### src/rtl/pc_fetch_ctrl_pkg.sv
// ---------------------------------------------------------------------------
// pc_fetch_ctrl_pkg
// Shared definitions for the IF-stage fetch controller:
//   fetch_state_e     - fetch FSM states
//   RESET_PC_DEFAULT  - boot vector loaded into the PC at reset
//   NOP_INSTR         - instruction word presented when nothing was fetched
// ---------------------------------------------------------------------------
package pc_fetch_ctrl_pkg;

    typedef enum logic [2:0] {
        S_IDLE   = 3'd0,
        S_REQ    = 3'd1,
        S_WAIT   = 3'd2,
        S_HOLD   = 3'd3,
        S_CANCEL = 3'd4
    } fetch_state_e;

    localparam logic [31:0] RESET_PC_DEFAULT = 32'hBFC0_0000;
    localparam logic [31:0] NOP_INSTR        = 32'h0000_0000;

endpackage

### src/rtl/pc_fetch_ctrl_pc_next_sel.sv
// ---------------------------------------------------------------------------
// pc_fetch_ctrl_pc_next_sel
// Combinational next-PC priority mux: a redirect resolved this cycle wins,
// then a redirect remembered from an earlier cycle, then sequential pc+4.
// Ports:
//   pc_i               current PC
//   redirect_valid_i   redirect resolved by ID this cycle
//   redirect_target_i  its target
//   pending_valid_i    remembered redirect present
//   pending_target_i   remembered target
//   next_pc_o          selected next PC
// ---------------------------------------------------------------------------
module pc_fetch_ctrl_pc_next_sel #(
    parameter int unsigned ADDR_W = 32
) (
    input  logic [ADDR_W-1:0] pc_i,
    input  logic              redirect_valid_i,
    input  logic [ADDR_W-1:0] redirect_target_i,
    input  logic              pending_valid_i,
    input  logic [ADDR_W-1:0] pending_target_i,
    output logic [ADDR_W-1:0] next_pc_o
);

    always_comb begin
        next_pc_o = pc_i + ADDR_W'(4);   // wraps modulo 2^ADDR_W
        if (redirect_valid_i) begin
            next_pc_o = redirect_target_i;
        end else if (pending_valid_i) begin
            next_pc_o = pending_target_i;
        end
    end

endmodule

### src/rtl/pc_fetch_ctrl.sv
// ---------------------------------------------------------------------------
// pc_fetch_ctrl
// IF-stage PC and instruction-fetch controller. Issues one SRAM-like fetch
// at a time, holds the fetched word and its PC for ID, applies ID redirects
// after the delay slot, and squashes everything on an exception flush.
// Optional build macro: PC_ALIGN_CHECK_EN adds fetch_adel (misaligned fetch
// PC flagged instead of requested).
// Ports:
//   clk, resetn                    clock, async active-low reset
//   stall_f                        hold the current instruction
//   redirect_valid/_target         branch taken / jump from ID
//   flush, flush_pc                exception/eret redirect
//   inst_req, inst_addr            fetch request
//   inst_addr_ok, inst_data_ok     request accepted / data returned
//   inst_rdata                     returned instruction
//   instr_f, pc_f, pc_plus8_f      held instruction, its PC, link address
//   fetch_valid                    instr_f valid for ID
//   fetch_adel                     (PC_ALIGN_CHECK_EN) fetch address error
// ---------------------------------------------------------------------------
module pc_fetch_ctrl
    import pc_fetch_ctrl_pkg::*;
#(
    parameter int unsigned       ADDR_W   = 32,
    parameter logic [ADDR_W-1:0] RESET_PC = ADDR_W'(RESET_PC_DEFAULT)
) (
    input  logic              clk,
    input  logic              resetn,
    input  logic              stall_f,
    input  logic              redirect_valid,
    input  logic [ADDR_W-1:0] redirect_target,
    input  logic              flush,
    input  logic [ADDR_W-1:0] flush_pc,
    output logic              inst_req,
    output logic [ADDR_W-1:0] inst_addr,
    input  logic              inst_addr_ok,
    input  logic              inst_data_ok,
    input  logic [31:0]       inst_rdata,
    output logic [31:0]       instr_f,
    output logic [ADDR_W-1:0] pc_f,
`ifdef PC_ALIGN_CHECK_EN
    output logic              fetch_adel,
`endif
    output logic [ADDR_W-1:0] pc_plus8_f,
    output logic              fetch_valid
);

    fetch_state_e      state_q;
    logic [ADDR_W-1:0] pc_q;
    logic [31:0]       instr_q;
    logic              fvalid_q;
    logic              pend_valid_q;
    logic [ADDR_W-1:0] pend_target_q;
    logic [ADDR_W-1:0] next_pc_d;
    logic              pc_adv;
    logic              req_issue;

    pc_fetch_ctrl_pc_next_sel #(.ADDR_W(ADDR_W)) u_pc_next_sel (
        .pc_i              (pc_q),
        .redirect_valid_i  (redirect_valid),
        .redirect_target_i (redirect_target),
        .pending_valid_i   (pend_valid_q),
        .pending_target_i  (pend_target_q),
        .next_pc_o         (next_pc_d)
    );

`ifdef PC_ALIGN_CHECK_EN
    logic adel_q;
    logic misalign;
    assign misalign   = |pc_q[1:0];
    assign fetch_adel = adel_q;
    assign req_issue  = (state_q == S_REQ) && !misalign;
`else
    assign req_issue  = (state_q == S_REQ);
`endif

    // The PC moves only when an instruction is handed to ID and not stalled.
    assign pc_adv = !flush && !stall_f &&
                    (((state_q == S_WAIT) && inst_data_ok) || (state_q == S_HOLD));

    assign inst_req    = req_issue;
    assign inst_addr   = pc_q;
    assign instr_f     = instr_q;
    assign pc_f        = pc_q;
    assign fetch_valid = fvalid_q;
    assign pc_plus8_f  = pc_q + ADDR_W'(8);

    always_ff @(posedge clk or negedge resetn) begin
        if (!resetn) begin
            state_q       <= S_IDLE;
            pc_q          <= RESET_PC;
            instr_q       <= NOP_INSTR;
            fvalid_q      <= 1'b0;
            pend_valid_q  <= 1'b0;
            pend_target_q <= '0;
`ifdef PC_ALIGN_CHECK_EN
            adel_q        <= 1'b0;
`endif
        end else begin
            // A redirect that cannot be applied now (PC not advancing) is
            // remembered until the delay slot is handed over; last one wins.
            if (flush || pc_adv) begin
                pend_valid_q <= 1'b0;
            end else if (redirect_valid) begin
                pend_valid_q  <= 1'b1;
                pend_target_q <= redirect_target;
            end

            if (flush) begin
                pc_q     <= flush_pc;
                fvalid_q <= 1'b0;
`ifdef PC_ALIGN_CHECK_EN
                adel_q   <= 1'b0;
`endif
                // An accepted but unreturned request must be drained in CANCEL.
                unique case (state_q)
                    S_REQ:    state_q <= (req_issue && inst_addr_ok) ? S_CANCEL : S_REQ;
                    S_WAIT:   state_q <= inst_data_ok ? S_REQ : S_CANCEL;
                    S_CANCEL: state_q <= inst_data_ok ? S_REQ : S_CANCEL;
                    default:  state_q <= S_REQ;
                endcase
            end else begin
                unique case (state_q)
                    S_IDLE: begin
                        state_q <= S_REQ;
                    end
                    S_REQ: begin
`ifdef PC_ALIGN_CHECK_EN
                        if (misalign) begin
                            instr_q  <= NOP_INSTR;
                            fvalid_q <= 1'b1;
                            adel_q   <= 1'b1;
                            state_q  <= S_HOLD;
                        end else
`endif
                        begin
                            fvalid_q <= 1'b0;
                            if (inst_addr_ok) begin
                                state_q <= S_WAIT;
                            end
                        end
                    end
                    S_WAIT: begin
                        if (inst_data_ok) begin
                            instr_q  <= inst_rdata;
                            fvalid_q <= 1'b1;
                            if (!stall_f) begin
                                pc_q    <= next_pc_d;
                                state_q <= S_REQ;
                            end else begin
                                state_q <= S_HOLD;
                            end
                        end
                    end
                    S_HOLD: begin
                        if (!stall_f) begin
                            pc_q     <= next_pc_d;
                            fvalid_q <= 1'b0;
`ifdef PC_ALIGN_CHECK_EN
                            adel_q   <= 1'b0;
`endif
                            state_q  <= S_REQ;
                        end
                    end
                    S_CANCEL: begin
                        if (inst_data_ok) begin
                            state_q <= S_REQ;
                        end
                    end
                    default: begin
                        state_q <= S_IDLE;
                    end
                endcase
            end
        end
    end

endmodule

### config.mk
export PLATFORM = sky130hd
export DESIGN_NAME = pc_fetch_ctrl
export DESIGN_NICKNAME = d
export VERILOG_FILES = /design/src/rtl/pc_fetch_ctrl_pkg.sv /design/src/rtl/pc_fetch_ctrl_pc_next_sel.sv /design/src/rtl/pc_fetch_ctrl.sv
export SDC_FILE = /design/constraint.sdc
export NUM_CORES = 1
export LEC_CHECK = 0
export CAP_MARGIN = 20
export CELL_PAD_IN_SITES_DETAIL_PLACEMENT = 1
export CELL_PAD_IN_SITES_GLOBAL_PLACEMENT = 1
export CORE_MARGIN = 2
export CORE_UTILIZATION = 36
export CTS_BUF_LIST = sky130_fd_sc_hd__clkbuf_16
export CTS_CLUSTER_DIAMETER = 200
export DETAILED_ROUTE_END_ITERATION = 12
export PLACE_DENSITY_LB_ADDON = 0.1
export RECOVER_POWER = 50
export SYNTH_ARGS = -nofsm -noshare
export SYNTH_HDL_FRONTEND = slang
export SYNTH_SLANG_ARGS = --single-unit
### constraint.sdc
create_clock -name clk -period 3.33 [get_ports clk]
set_input_delay 0.4995 -clock clk [delete_from_list [all_inputs] [get_ports clk]]
set_output_delay 0.4995 -clock clk [all_outputs]
set_load 0.02 [all_outputs]
# Yosys cells after proc, flatten, opt, wreduce, memory -nomap -nowiden
# Cells that the tools add are included.
# W data, S select, Z words.
[word_totals]
regBits = 101
out_inout_bits = 130
[op_classes]
addsub = 2
n_eq_ne = 8
muxes = 22
bitwise = 2
n_reduce_logical = 18
[op_table]
columns = ["operator", "n"]
rows = [
  ["$mux W32", 5],
  ["$pmux W32 S2", 1],
  ["$add A32 B3 Y32 const B", 1],
  ["$add A32 B4 Y32 const B", 1],
  ["$mux W3", 7],
  ["$pmux W3 S5", 1],
  ["$ne A3 B3 Y1 const B", 4],
  ["$eq A3 B2 Y1 const B", 2],
  ["$pmux W3 S2", 1],
  ["$reduce_and A3 Y1", 2],
  ["$mux W1", 5],
  ["$logic_and A1 B1 Y1", 4],
  ["$reduce_and A2 Y1", 2],
  ["$reduce_and A4 Y1", 1],
  ["$reduce_bool A4 Y1", 1],
  ["$eq A3 B1 Y1 const B", 1],
  ["$eq A3 B3 Y1 const B", 1],
  ["$logic_not A3 Y1", 1],
  ["$pmux W1 S3", 1],
  ["$reduce_bool A3 Y1", 1],
  ["$logic_not A1 Y1", 2],
  ["$logic_or A1 B1 Y1", 2],
  ["$mux W2", 1],
  ["$not A1 Y1", 2],
  ["2 further kinds", 2],
]

# Logic depth before layout (Yosys ltp)
# Gate-level depths: netlist (run 1).
[depth]
word_depth = 7
mapped_depth = 7

# Cells and area by module
# From an unflattened synthesis (run 1), not the netlist that was laid out.
[hier_totals]
cells_unflattened = 614
area_unflattened_um2 = 6353.6
[modules_own_cells]
columns = ["mod", "n_inst", "cells_each", "area_each_um2", "seq_area_each_um2"]
rows = [
  ["pc_fetch_ctrl", 1, 421, 5101.1, 2538.7],
  ["pc_fetch_ctrl_pc_next_sel", 1, 193, 1252.5, 0.0],
]

# Worst setup path after synthesis (run 1)
# OpenSTA, ideal clock, no wires.
[synth_timing]
path_type = "register -> output"
startpoint = "register pc_q[4] (netlist: inst_addr[4])"
endpoint = "output pc_plus8_f[31]"
t_arrival_ns = 2.202
required_ns = 2.830
setup_slack_ns = 0.628
path_stages_with_launch = 7
n_path_buf = 0
path_cell_list = "dfrtp_1 ha_1 nand2_1 or3_4 or2_4 nor4_2 xor2_1"
[synth_via]
elab_chain_len = 1
[synth_lines]
columns = ["item", "line_no", "source"]
rows = [
  ["start, declared", "pc_fetch_ctrl.sv:48", "logic [ADDR_W-1:0] pc_q;"],
  ["start signal, assigned", "pc_fetch_ctrl.sv:109", "pc_q <= flush_pc;"],
  ["start signal, assigned", "pc_fetch_ctrl.sv:147", "pc_q <= next_pc_d;"],
  ["start signal, assigned", "pc_fetch_ctrl.sv:156", "pc_q <= next_pc_d;"],
  ["$add A32 B4 Y32", "pc_fetch_ctrl.sv:85", "assign pc_plus8_f = pc_q + ADDR_W'(8);"],
  ["end, declared", "pc_fetch_ctrl.sv:43", "output logic [ADDR_W-1:0] pc_plus8_f,"],
]
# Every way passes these cells.

# Worst setup path in the final report (run 1)
[layout_timing]
startpoint = "register pc_q[3] (netlist: inst_addr[3])"
endpoint = "output pc_plus8_f[17]"
# Same word-level chain as after synthesis.

==> impl_metrics.yaml, run 1 <==
finish:
  drive_gt1_share_pct: 18.0
  syn2layout_area_growth_pct: 43.8
  fin_cells: 1049
  fin_util_pct: 53.1
  fillCellCount: 1848
  num_antenna_cells: 0
  finalNetCount: 929
clock_tree:
  clk_path_buf_depth: 2
  clk_pin_slew_ns: 0.07
  numCtsBuffers: 9
  h-tree-depth: 3
  cts_setup_buffers: 0
  cts_tree: "yes"
  worstSkewPairLatency_ns: 0.36
  cts.sinks: 101
  cts_root_buf: "clkbuf_16"
global_routing:
  antenna_found_initial: 0
  grt_max_degree: 79
  grt_usage_pct: 25.1
  grt_overflow: 0
  grt_first_pass_wirelength_mm: 35.4
  grt_pass1_vias: 6286
drt:
  wirelength_mm: 22.5
  drt-pass1-iter-count: 5
  antenna_left: 0
  routedWlPerCell_um: 21.5
  drc: 0
  drt-initial-drc-count: 339
  via_count: 5873
  via_per_inst: 5.60
synth:
  synth.area.top_cells: "dfrtp_1, mux2_2, buf_4"
  synthFlopType: "dfrtp_1"
  synthesis.instances: 629
  yosysWarnings: 0
  synth_top_area_share_pct: 37.3
  yosys_register_bits: 101
  yosysSeqAreaShare_pct: 41.1
  async_reset_ff_share_pct: 100
  yosysTopAreaCell: "dfrtp_1"
  syn_nets: 734
  synth_area_um2: 6170
  syn-mean-instance-area_um2: 9.81
  synth_edf_count: 0
  synth.distinct_cells: 76
floorplan:
  placementRows: 47
  core_um2: 16700
  die_x_um: 135
  initial_core_util_pct: 37.0
  die_h_um: 135
  dieArea_um2: 18200
  io-pin-count: 233
power_and_ir_drop:
  clockPowerShare_pct: 21.3
  swShare_pct: 37.6
  cellPowerDensity_nw_per_um2: 581
  p_seq_share_pct: 35.7
  p_int_w: 0.00322
  power_switching_w: 0.00194
  comb_power_share_pct: 43.0
  power.leakage_nw: 3.58
  ir_worst_vdd_v: 0.000343
sta:
  drv_slew: 33
  clock_skew_ns: 0.0114
  setup_viol: 0
  hold_viol: 0
  min_period_ns: 3.21
  grt_setup_unrepaired: "false"
  max_freq_ghz: 0.311
  setup-tns-final_ns: 0
  period_share_pct: 96.5
  slew_headroom_pct: -3.11
  tightest_slew_ns: 1.55
worst_setup_path:
  worst_ep_required_time_ns: 2.83
  crit_type: "flip-flop to output pin"
  cp_max_fo: 5
  worst-path-buf-inv: 1
  arrival_ns: 2.71
  critical-path-slowest-cell: "clkdlybuf4s50_1"
  crit_chain: "ha_1 -> nand2_1 -> or3_4 -> or2_4 -> xnor2_1 -> clkdlybuf4s50_1"
  cp-end-kind: "output pin"
  startpoint_type: "flip-flop"
  worst_path_largest_cell_delay_ns: 0.65
  crit_family: "simple AND/OR/NAND/NOR gates"
job:
  cap_violations: 1
placed_design:
  gp_congestion: 0.889
  place_inst: 1031
  port-buffer-count: 232
  dpl.hpwl_mm: 16.8
status:
  status: "finished, violations left"
  failed_checks: "max-capacitance violations, max-slew violations"
hold_path:
  hold_path.class: "flip-flop to flip-flop"
routing by layer:
metal  GRT usage, %  share of wire (%)  up-vias
met5              0                  0        -
met4           6.89                2.2        0
met3           7.58                7.8       43
met2           40.8                 47      239
met1           32.4                 43     2931
li1               -                  -     2660
final timing paths:
check                              from                 to  slack, ns  depth (start not counted)
min reg2reg                  instr_f[1]         instr_f[1]       0.50                          1
max reg2reg                pend_valid_q      inst_addr[20]       0.79                          5
max in group asynchronous        resetn        instr_f[29]       0.85                          4
min                          instr_f[1]         instr_f[1]       0.50                          1
min in group asynchronous        resetn  pend_target_q[11]       0.74                          2
max                        inst_addr[3]     pc_plus8_f[17]       0.12                          6
through the flow:
stage / setup slack [ns] / hold WS, ns / instance area, µm² / power, W
detailed placement: 0.218 / 0.493 / 8540 / 0.00416
floorplan: 0.628 / 0.204 / 6170 / 0.00308
CTS: 0.0209 / 0.387 / 8840 / 0.00527
global route: 0.00718 / 0.514 / 8880 / 0.00544
finish: 0.117 / 0.502 / 8880 / 0.00516
global placement: 0.301 / 0.488 / 8540 / 0.00408
worst reg2reg max path, cell delays in order (launching register included):
cell and delay, ns:
dfrtp_1 0.83, nor2b_1 0.61, buf_12 0.23, a221o_1 0.26, a311oi_1 0.08, a2111oi_0 0.42
power by group through the flow:
stage,clock network (W),logic [W],registers (W)
floorplan,0,0.00102,0.00205
global placement,0,0.00224,0.00183
detailed placement,0,0.00229,0.00187
CTS,0.00112,0.00231,0.00185
global route,0.00117,0.00237,0.00189
finish,0.00110,0.00222,0.00184
cells in the mapped netlist, drive strengths merged (4+ instances only):
cell type  number
dfrtp          92
mux2           65
buf            57
nand2          52
o21ai          39
nor2           38
clkbuf         28
a21oi          26
xnor2          21
nand3          19
nor3           18
nand4          12
xor2           11
a221oi          9
dfstp           9
a22oi           8
a221o           7
inv             7
o31ai           7
and2            6
mux2i           6
nand2b          6
a2bb2oi         5
a31oi           5
and3            5
and4            5
nor4            5
nor2b           4
o211ai          4
o311ai          4
cell usage in the layout (no fill, tap or decap), types with 4 or more instances in the layout:
cell type        count
dlygate4sd3_1       58
clkdlybuf4s50_1    169
xnor2_1             21
clkbuf_1             4
nor2b_1              4
nand2b_1             6
and2_1               6
a2bb2oi_1            5
dfstp_2              9
a22oi_1              8
o31ai_1              7
buf_4               31
xor2_1              11
inv_1                7
o21ai_0             38
o311ai_0             4
a221oi_1             9
nor2_1              37
mux2_2              65
nor3_1              18
clkbuf_16            9
nand2_1             52
a21oi_1             26
o211ai_1             4
a221o_1              7
a31oi_1              5
and3_1               4
dfrtp_1             90
nand4_1             10
mux2i_1              6
nand3_1             16
registers in the layout (all words and copies together), names as in the netlist:
signal	count
inst_addr	32
instr_f	32
pend_target_q	32
state_q	3
fetch_valid	1
pend_valid_q	1
logic make-up after synthesis:
group | Yosys count | synth area share, %
buffers and inverters | 92 | 8.53
muxes | 71 | 12.8
AOI/OAI and AO/OA | 150 | 16.9
DFF | 101 | 41.1
and+or+nand+nor | 181 | 15.7
xor gates and xnor gates | 32 | 4.54
adders and majority gates | 2 | 0.405
cell type report:
type                       instances  area (µm²)  share of cell area, %
clock inverter                     7        72.6                  0.818
timing repair buffer             269        2620                   29.5
tap                              220         275                   3.10
sequential                       101        2540                   28.6
clock buffer                       9         225                   2.54
inverter                           7        26.3                  0.296
multi-input combinational        436        3120                   35.2
repair_timing:
action | CTS | global route
gates resized for setup | 6 | 3
hold endpoints to repair | 0 | 10
endpoints found under the setup margin | 10 | 3
hold buffers | 0 | 1
pin swaps | 0 | 0
No activity file was read; power rests on OpenSTA's default activity.
==> run 2: changes to the inputs <==
Settings changed: PLACE_DENSITY set to 0.95, PLACE_DENSITY_LB_ADDON 0.1 to unset.
==> impl_metrics.yaml, run 2 (synthesized netlist as in run 1, its figures left out) <==
power_and_ir_drop:
  power.leakage_nw: 3.56
  power_switching_w: 0.00197
  ir_worst_vdd_v: 0.000349
  cellPowerDensity_nw_per_um2: 588
  swShare_pct: 37.9
  p_seq_share_pct: 35.6
  comb_power_share_pct: 42.8
  p_int_w: 0.00322
  clockPowerShare_pct: 21.6
placed_design:
  gp_congestion: 0.964
  port-buffer-count: 232
  place_inst: 1029
  dpl.hpwl_mm: 17.6
finish:
  fin_util_pct: 52.9
  fillCellCount: 1855
  drive_gt1_share_pct: 17.8
  final_common_cell: "clkdlybuf4s50_1"
  finalNetCount: 925
  syn2layout_area_growth_pct: 43.1
  layout_common_cells: "clkdlybuf4s50_1, dfrtp_1, mux2_2, dlygate4sd3_1, nand2_1"
  fin_cells: 1046
status:
  failed_checks: "max-capacitance violations, max-slew violations"
  status: "finished, violations left"
floorplan:
  die_x_um: 135
  dieArea_um2: 18200
  initial_core_util_pct: 37.0
  placementRows: 47
  core_um2: 16700
  io-pin-count: 233
  die_h_um: 135
sta:
  period_share_pct: 96.8
  slew_headroom_pct: -2.34
  tightest_slew_ns: 1.54
  setup-tns-final_ns: 0
  drv_slew: 30
  clock_skew_ns: 0.00981
  setup_viol: 0
  min_period_ns: 3.22
  max_freq_ghz: 0.310
  grt_setup_unrepaired: "false"
  hold_viol: 0
drt:
  drc: 0
  antenna_left: 0
  wirelength_mm: 23.4
  drt-initial-drc-count: 542
  via_count: 6046
  drt-pass1-iter-count: 5
  via_per_inst: 5.78
  routedWlPerCell_um: 22.4
clock_tree:
  cts_tree: "yes"
  cts.sinks: 101
  worstSkewPairLatency_ns: 0.36
  numCtsBuffers: 9
  cts_setup_buffers: 0
  cts_root_buf: "clkbuf_16"
  h-tree-depth: 3
  clk_pin_slew_ns: 0.08
  clk_path_buf_depth: 2
global_routing:
  grt_first_pass_wirelength_mm: 36.3
  antenna_found_initial: 2
  grt_usage_pct: 25.9
  grt_overflow: 0
  grt_max_degree: 53
  grt_pass1_vias: 6516
worst_setup_path:
  worst_ep_required_time_ns: 2.83
  endpoint: "pc_plus8_f[25]"
  critical-path-slowest-cell: "clkdlybuf4s50_1"
  r2r-end: "inst_addr[20]"
  worst_path_largest_cell_delay_ns: 0.62
  crit_family: "simple AND/OR/NAND/NOR gates"
  arrival_ns: 2.72
  ff2ff_setup_slack_ns: 0.79
  startpoint_type: "flip-flop"
  worst-path-buf-inv: 2
  crit_cells: 7
  r2r_cells: 4
  crit_chain: "nand4_2 -> nor4_1 -> buf_4 -> nand2_1 -> nor2_1 -> xor2_1 -> clkdlybuf4s50_1"
  reg2reg_from: "pend_valid_q"
  cp-end-kind: "output pin"
  cp_max_fo: 10
  crit_path_start: "inst_addr[17]"
  crit_type: "flip-flop to output pin"
hold_path:
  hold_path.class: "input pin to asynchronous set/reset pin"
job:
  cap_violations: 1
-- run 2: how the worst min path moves through the flow --
| stage | cells past startpoint | end | startpoint | slack [ns] |
|---|---|---|---|---|
| after floorplan | 0 | fetch_valid | resetn | 0.20 |
| after CTS | 1 | instr_f[29] | resetn | 0.22 |
| final | 1 | instr_f[29] | resetn | 0.44 |
| after global routing | 1 | pend_target_q[17] | pend_target_q[17] | 0.51 |
| after detailed placement | 1 | pend_target_q[7] | pend_target_q[7] | 0.49 |
| after global placement | 1 | pend_target_q[16] | pend_target_q[16] | 0.49 |
-- run 2: cell type report --
class / instances / area [µm²] / area share, %
multi-input cells: 436 / 3130 / 35.4
clock inverters: 7 / 82.6 / 0.935
flip-flops and latches: 101 / 2540 / 28.8
diodes: 1 / 2.50 / 0.0283
well taps: 220 / 275 / 3.12
repair buffers: 265 / 2550 / 28.9
clock buffers: 9 / 225 / 2.55
inverters: 7 / 26.3 / 0.298
-- run 2: power groups by stage --
| stage | Combinational, W | Clock (W) | Sequential (W) |
|---|---|---|---|
| final | 0.00222 | 0.00112 | 0.00185 |
| after CTS | 0.00231 | 0.00115 | 0.00185 |
| after detailed placement | 0.00230 | 0 | 0.00187 |
| after floorplan | 0.00102 | 0 | 0.00205 |
| after global routing | 0.00237 | 0.00119 | 0.00189 |
| after global placement | 0.00224 | 0 | 0.00184 |
-- run 2: through the flow --
stage	cell area, µm²	worst slack [ns]	hold slack (ns)	total power [W]
6_report	8830	0.106	0.436	0.00519
2_1_floorplan	6170	0.628	0.204	0.00308
4_1_cts	8840	0.0465	0.217	0.00531
5_1_grt	8830	0.00520	0.513	0.00544
3_3_place_gp	8520	0.301	0.488	0.00408
3_5_place_dp	8520	0.187	0.494	0.00417
-- run 2: routing by layer --
metal | global-route usage, % | up-vias | wire, µm
met2 | 44.5 | 311 | 11500
met1 | 30.3 | 3019 | 9030
met5 | 0 | - | 13
met4 | 9.84 | 2 | 762
li1 | - | 2651 | -
met3 | 8.18 | 63 | 2100
-- run 2: what timing repair did --
item | in CTS | in global routing
hold buffers | 0 | 0
resized for setup | 5 | 4
setup endpoints to repair | 10 | 6
